[config.mk]
export PLATFORM = sky130hd
export DESIGN_NAME = instr_encoder_loader
export DESIGN_NICKNAME = d
export VERILOG_FILES = /design/src/rtl/cpu_isa_pkg.sv /design/src/rtl/instr_pack.sv /design/src/rtl/instr_encoder_loader.sv
export SDC_FILE = /design/constraint.sdc
export NUM_CORES = 1
export LEC_CHECK = 0
export BUFFER_PORTS_ARGS = -buffer_cell sky130_fd_sc_hd__buf_4
export CAP_MARGIN = 30
export CORE_ASPECT_RATIO = 0.6
export CORE_MARGIN = 5
export CORE_UTILIZATION = 32
export DETAILED_ROUTE_END_ITERATION = 16
export GPL_ROUTABILITY_DRIVEN = 0
export PLACE_DENSITY_LB_ADDON = 0.2
export SLEW_MARGIN = 0
export SYNTH_ARGS = -nofsm -noshare
export SYNTH_HDL_FRONTEND = slang
export SYNTH_HIERARCHICAL = 1
export SYNTH_SLANG_ARGS = --single-unit
[constraint.sdc]
create_clock -name clk -period 1.7 [get_ports clk]
set_input_delay 0.085 -clock clk [delete_from_list [all_inputs] [get_ports clk]]
set_output_delay 0.085 -clock clk [all_outputs]
set_load 0.01 [all_outputs]
[src/rtl/cpu_isa_pkg.sv]
`default_nettype none
// ============================================================================
// Module   : cpu_isa_pkg
// Brief    : MIPS opcode, funct and request-kind encodings shared with Control.
// Revision : 1.0
// ============================================================================
package cpu_isa_pkg;

  localparam logic [5:0] OP_RTYPE = 6'b000000;
  localparam logic [5:0] OP_LW    = 6'b100011;
  localparam logic [5:0] OP_SW    = 6'b101011;
  localparam logic [5:0] OP_BEQ   = 6'b000100;
  localparam logic [5:0] OP_ORI   = 6'b001101;
  localparam logic [5:0] OP_ADDIU = 6'b001001;
  localparam logic [5:0] OP_J     = 6'b000010;

  localparam logic [5:0] FUNCT_ADD = 6'h20;
  localparam logic [5:0] FUNCT_SUB = 6'h22;
  localparam logic [5:0] FUNCT_AND = 6'h24;
  localparam logic [5:0] FUNCT_OR  = 6'h25;
  localparam logic [5:0] FUNCT_SLT = 6'h2A;

  typedef enum logic [2:0] {
    KIND_R       = 3'd0,
    KIND_LW      = 3'd1,
    KIND_SW      = 3'd2,
    KIND_BEQ     = 3'd3,
    KIND_ORI     = 3'd4,
    KIND_ADDIU   = 3'd5,
    KIND_J       = 3'd6,
    KIND_ILLEGAL = 3'd7
  } req_kind_e;

endpackage
`default_nettype wire

[src/rtl/instr_pack.sv]
`default_nettype none
// ============================================================================
// Module   : instr_pack
// Brief    : Combinational request-kind + fields to 32-bit MIPS word encoder.
// Revision : 1.0
// ============================================================================
module instr_pack
  import cpu_isa_pkg::*;
(
  input  logic [2:0]  kind,
  input  logic [4:0]  rs,
  input  logic [4:0]  rt,
  input  logic [4:0]  rd,
  input  logic [5:0]  funct,
  input  logic [15:0] imm,
  input  logic [25:0] target,
  output logic [31:0] word,
  output logic        illegal
);

  always_comb begin
    word    = '0;
    illegal = 1'b0;
    case (req_kind_e'(kind))
      KIND_R:     word = {OP_RTYPE, rs, rt, rd, 5'b0, funct};
      KIND_LW:    word = {OP_LW,    rs, rt, imm};
      KIND_SW:    word = {OP_SW,    rs, rt, imm};
      KIND_BEQ:   word = {OP_BEQ,   rs, rt, imm};
      KIND_ORI:   word = {OP_ORI,   rs, rt, imm};
      KIND_ADDIU: word = {OP_ADDIU, rs, rt, imm};
      KIND_J:     word = {OP_J,     target};
      default:    illegal = 1'b1;
    endcase
  end

endmodule
`default_nettype wire

[src/rtl/instr_encoder_loader.sv]
`default_nettype none
// ============================================================================
// Module   : instr_encoder_loader
// Brief    : Encodes instruction requests and streams them into IMEM through a
//            registered write port with an auto-incrementing word address.
// Revision : 1.0
// ============================================================================
module instr_encoder_loader
  import cpu_isa_pkg::*;
#(
  parameter int ADDR_W    = 10,
  parameter int BASE_ADDR = 0
) (
  input  logic              clk,
  input  logic              reset,
  input  logic              clear,
  input  logic              req_valid,
  output logic              req_ready,
  input  logic [2:0]        req_kind,
  input  logic [4:0]        req_rs,
  input  logic [4:0]        req_rt,
  input  logic [4:0]        req_rd,
  input  logic [5:0]        req_funct,
  input  logic [15:0]       req_imm,
  input  logic [25:0]       req_target,
  output logic              imem_we,
  input  logic              imem_ready,
  output logic [ADDR_W-1:0] imem_addr,
  output logic [31:0]       imem_wdata,
  output logic [ADDR_W:0]   word_count,
  output logic              full,
  output logic              err
);

  localparam logic [ADDR_W-1:0] c_base_addr = ADDR_W'(BASE_ADDR);
  localparam logic [ADDR_W-1:0] c_last_addr = '1;

  localparam logic [0:0] ST_EMPTY = 1'b0;
  localparam logic [0:0] ST_PEND  = 1'b1;

  logic [0:0]        r_state;
  logic [0:0]        w_state_nxt;
  logic [ADDR_W-1:0] r_addr;
  logic [ADDR_W-1:0] r_next_addr;
  logic [31:0]       r_wdata;
  logic [ADDR_W:0]   r_count;
  logic              r_full;
  logic              r_err;

  logic [31:0] w_word;
  logic        w_illegal;
  logic        w_accept;
  logic        w_legal_accept;
  logic        w_done;

  instr_pack u_pack (
    .kind    (req_kind),
    .rs      (req_rs),
    .rt      (req_rt),
    .rd      (req_rd),
    .funct   (req_funct),
    .imm     (req_imm),
    .target  (req_target),
    .word    (w_word),
    .illegal (w_illegal)
  );

  // Ready never looks at req_valid so the requester may wait on it freely.
  assign req_ready      = ~reset & ~clear & ~r_full & (~imem_we | imem_ready);
  assign w_accept       = req_valid & req_ready;
  assign w_legal_accept = w_accept & ~w_illegal;
  assign w_done         = imem_we & imem_ready;

  always_ff @(posedge clk) begin
    if (reset || clear) r_state <= ST_EMPTY;
    else                r_state <= w_state_nxt;
  end

  always_comb begin
    w_state_nxt = r_state;
    case (r_state)
      ST_EMPTY: if (w_legal_accept) w_state_nxt = ST_PEND;
      ST_PEND:  if (w_done && !w_legal_accept) w_state_nxt = ST_EMPTY;
      default:  w_state_nxt = ST_EMPTY;
    endcase
  end

  always_comb begin
    imem_we = (r_state == ST_PEND);
  end

  always_ff @(posedge clk) begin
    if (reset || clear) begin
      r_addr      <= c_base_addr;
      r_next_addr <= c_base_addr;
      r_wdata     <= '0;
      r_count     <= '0;
      r_full      <= 1'b0;
      r_err       <= 1'b0;
    end else begin
      if (w_legal_accept) begin
        r_addr      <= r_next_addr;
        r_wdata     <= w_word;
        r_next_addr <= r_next_addr + 1'b1;
        if (r_next_addr == c_last_addr) r_full <= 1'b1;
      end
      if (w_accept && w_illegal) r_err <= 1'b1;
      if (w_done) r_count <= r_count + 1'b1;
    end
  end

  assign imem_addr  = r_addr;
  assign imem_wdata = r_wdata;
  assign word_count = r_count;
  assign full       = r_full;
  assign err        = r_err;

endmodule
`default_nettype wire

==> flow_summary.toml <==
[run_status]
outcome = "finished, final reports clean"

[sta]
timing.final.crit_share_pct = 92.96
finalHoldViolations = 0
tightest_slew_ps = 646.8
fin_worst_skew_ps = 6.455
timing.fmax_mhz = 632.8
min_period_ps = 1580
relSlewSlack_pct = 56.88
setup_tns_ps = 0
setup_viol = 0
holdWs_ps = 63.14
slew_violations = 0
rsz0062_at_grt = "false"

[cts]
cts_made_buffers = 9
cts_tree = "done"
htree_levels = 3
clk_path_buf_depth = 2
cts.sinks = 66
clkLatencyLatePin_ps = 320
clockRootBuffer = "clkbuf_16"
clkTransAtPathRegs_ps = 50

[worst_setup_path]
cp_top_family = "buffers and inverters"
cp-end-kind = "flip-flop"
slowest_stage = "dlygate4sd3_1"
path_buf_inv = 3
required_ps = 1870
path_max_fanout = 34
path_cells = "dlygate4sd3_1, buf_4, nor3b_2, nand3_2, buf_4, o31ai_1, a21oi_1"
arrival_ps = 1750
reg2reg_from = "full$_SDFFE_PP0P_"
crit_top_cell = "buf_4"
r2r_cells = 5
reg2reg_slack_ps = 180
r2r-end = "r_next_addr[5]$_SDFFE_PP0P_"
crit_path_max_incr_delay_ps = 520
worstSetupStartpointType = "input port"
critPathKind = "in2reg"

[grt]
grt_pass1_wl_um = 16340
overflow = 0
grt_antenna_before_repair = 0
grt_pass1_vias = 3179
grt_max_degree = 62
grt.total_usage_pct = 16.67

[layout]
syn_to_final_growth_pct = 45.50
final-instance-count-excl-fill = 697
final_nets = 630
drive_gt1_share_pct = 30.25
n_antenna_cell = 0
fillers = 956

[synthesis]
ys_seq_area_share_pct = 41.14
synth_edf_count = 0
ys.warnings.count = 6
yosys.area_share.simple_pct = 26.84
ys.flop_type = "dfxtp_1"
synth_fp_nets = 499
synth_top_family_by_area = "simple AND/OR/NAND/NOR gates"
synth_xor_area_share_pct = 2.454
ys_ff_latch = 66
synth_cells = 426
synth_area_sq_mm = 0.003212
synthAdderAreaFrac_pct = 0.7791
synth_compound_area_share_pct = 18.74
synth_mux_area_share_pct = 4.986
ys_async_sr_fraction_pct = 0
ys_types = 40
postSynthAreaPerCell_sq_um = 7.540

[die]
core_area_sq_mm = 0.009844
die_area_sq_mm = 0.01221
fp.dieW_um = 139.3
io_pins = 128
rows = 28
die_h_um = 87.60
initial_core_util_pct = 32.63

[detailed_routing]
finalWirelength_um = 10060
drc = 0
vias = 3370
antenna_left = 0
dr.pass1.iters = 5
viasPerCell = 4.835
drt_iter0_drc = 154
wire_per_inst_um = 14.43

[worst_hold_path]
hp-start = "clear"
hold_end = "r_next_addr[7]$_SDFFE_PP0P_"
min_path_cells = 3
min_path_type = "in2reg"

[place]
placed_cells = 679
portBuffers = 127
hpwlAfterDp_um = 7604

[job]
cap_violations = 0

[power_and_ir_drop]
cellPowerDensity_mw_per_mm2 = 798.9
leakage_nw = 1.912
peakVddDrop_uv = 463.2
==> repair_timing <==
| item | 4_1_cts | 5_1_grt |
|---|---|---|
| setup endpoints to repair | 0 | 1 |
| hold buffers | 1 | 0 |
| hold endpoints to repair | 1 | 0 |
| gates resized for setup | 0 | 1 |
| buffers inserted | 0 | 1 |
==> how the worst max path moves through the flow <==
stage / from / endpoint / cells after the start
6_report: req_valid / r_next_addr[5]$_SDFFE_PP0P_ / 7
5_1_grt: req_valid / r_next_addr[5]$_SDFFE_PP0P_ / 7
4_1_cts: req_valid / r_next_addr[5]$_SDFFE_PP0P_ / 7
3_5_place_dp: req_kind[0] / r_next_addr[5]$_SDFFE_PP0P_ / 7
3_3_place_gp: req_kind[0] / r_next_addr[5]$_SDFFE_PP0P_ / 7
2_1_floorplan: req_kind[0] / r_next_addr[5]$_SDFFE_PP0P_ / 6
==> cell type report <==
class                   count  area [sq um]  share of cell area (%)
flip-flops and latches     66          1323                   28.30
clock inverters             2         10.01                  0.2142
multi-input cells         327          1733                   37.08
inverters                   3         11.26                  0.2410
clock buffers              14         274.0                   5.863
well taps                 135         168.9                   3.614
repair buffers            150          1154                   24.69
==> per-layer routing <==
metal / wire, um / share of wire, % / up-vias / global-route usage [%]
met4: 29 / 0.29 / 0 / 3.730
met3: 855 / 8.5 / 2 / 7.310
met5: 0 / 0 / - / 0
met2: 4419 / 44 / 107 / 24.76
met1: 4753 / 47 / 1545 / 22.55
li1: - / - / 1716 / -
==> worst reg2reg max path: cells and delay by family (launching register included) <==
family | cells | cell delay [ps]
simple gates | 2 | 420
compound gates | 2 | 370
flops | 1 | 310
buf+inv | 1 | 280
==> cells in the mapped netlist (all sizes together) (6+ instances only) <==
cell type	instances	area [sq um]
nand4	6	37.54
mux2i	16	160.2
buf	14	87.58
clkbuf	16	60.06
or3	6	37.54
nand2b	13	81.33
o21ai	18	90.08
nor2	16	70.07
dfxtp	66	1321
nand2	120	450.4
a21oi	72	360.4
a22oi	8	60.06
nand3	9	50.05
==> registers in the layout, summed over array words and instances, names as in the netlist <==
name,count
r_next_addr,10
word_count,11
err,1
imem_we,1
imem_wdata,32
full,1
imem_addr,10
==> cells by family (layout without fill, tap and decap cells) <==
family                   Yosys count  after routing
AND/OR/NAND/NOR                  190            190
adder cells (fa/ha/maj)            2              2
buffers and inverters             33            169
flip-flops                        66             66
multiplexers                      16             16
AO/OA/AOI/OAI                    109            109
other                              1              1
XOR/XNOR                           9              9
==> cell usage in the layout (no fill, tap or decap), types with 8 or more instances in the layout <==
master / count
nor2_1: 14
nand3_1: 8
clkbuf_16: 9
buf_4: 147
mux2i_1: 16
dfxtp_1: 65
o21ai_0: 17
nand2_1: 120
a22oi_1: 8
a21oi_1: 72
nand2b_1: 13
==> report_power, final <==
| group | switching [mW] | internal, mW | leakage, nW | total, mW |
|---|---|---|---|---|
| sequential | 0.00659 | 1.56 | 0.533 | 1.57 |
| clock | 0.628 | 1.10 | 0.143 | 1.73 |
| combinational | 0.216 | 0.222 | 1.24 | 0.438 |
==> per-stage QoR <==
step / cell area (sq um) / util, % / power (mW) / setup slack [ps]
after global placement: 4370 / 44.40 / 2.029 / 81.72
after detailed placement: 4370 / 44.40 / 2.035 / 70.54
after floorplan: 3212 / - / 1.816 / 200.8
after global routing: 4673 / 47.47 / 3.908 / 30.13
after CTS: 4664 / 47.38 / 3.779 / 130.9
final: 4673 / 47.47 / 3.733 / 119.8
Power figures use the tool's default switching activity.
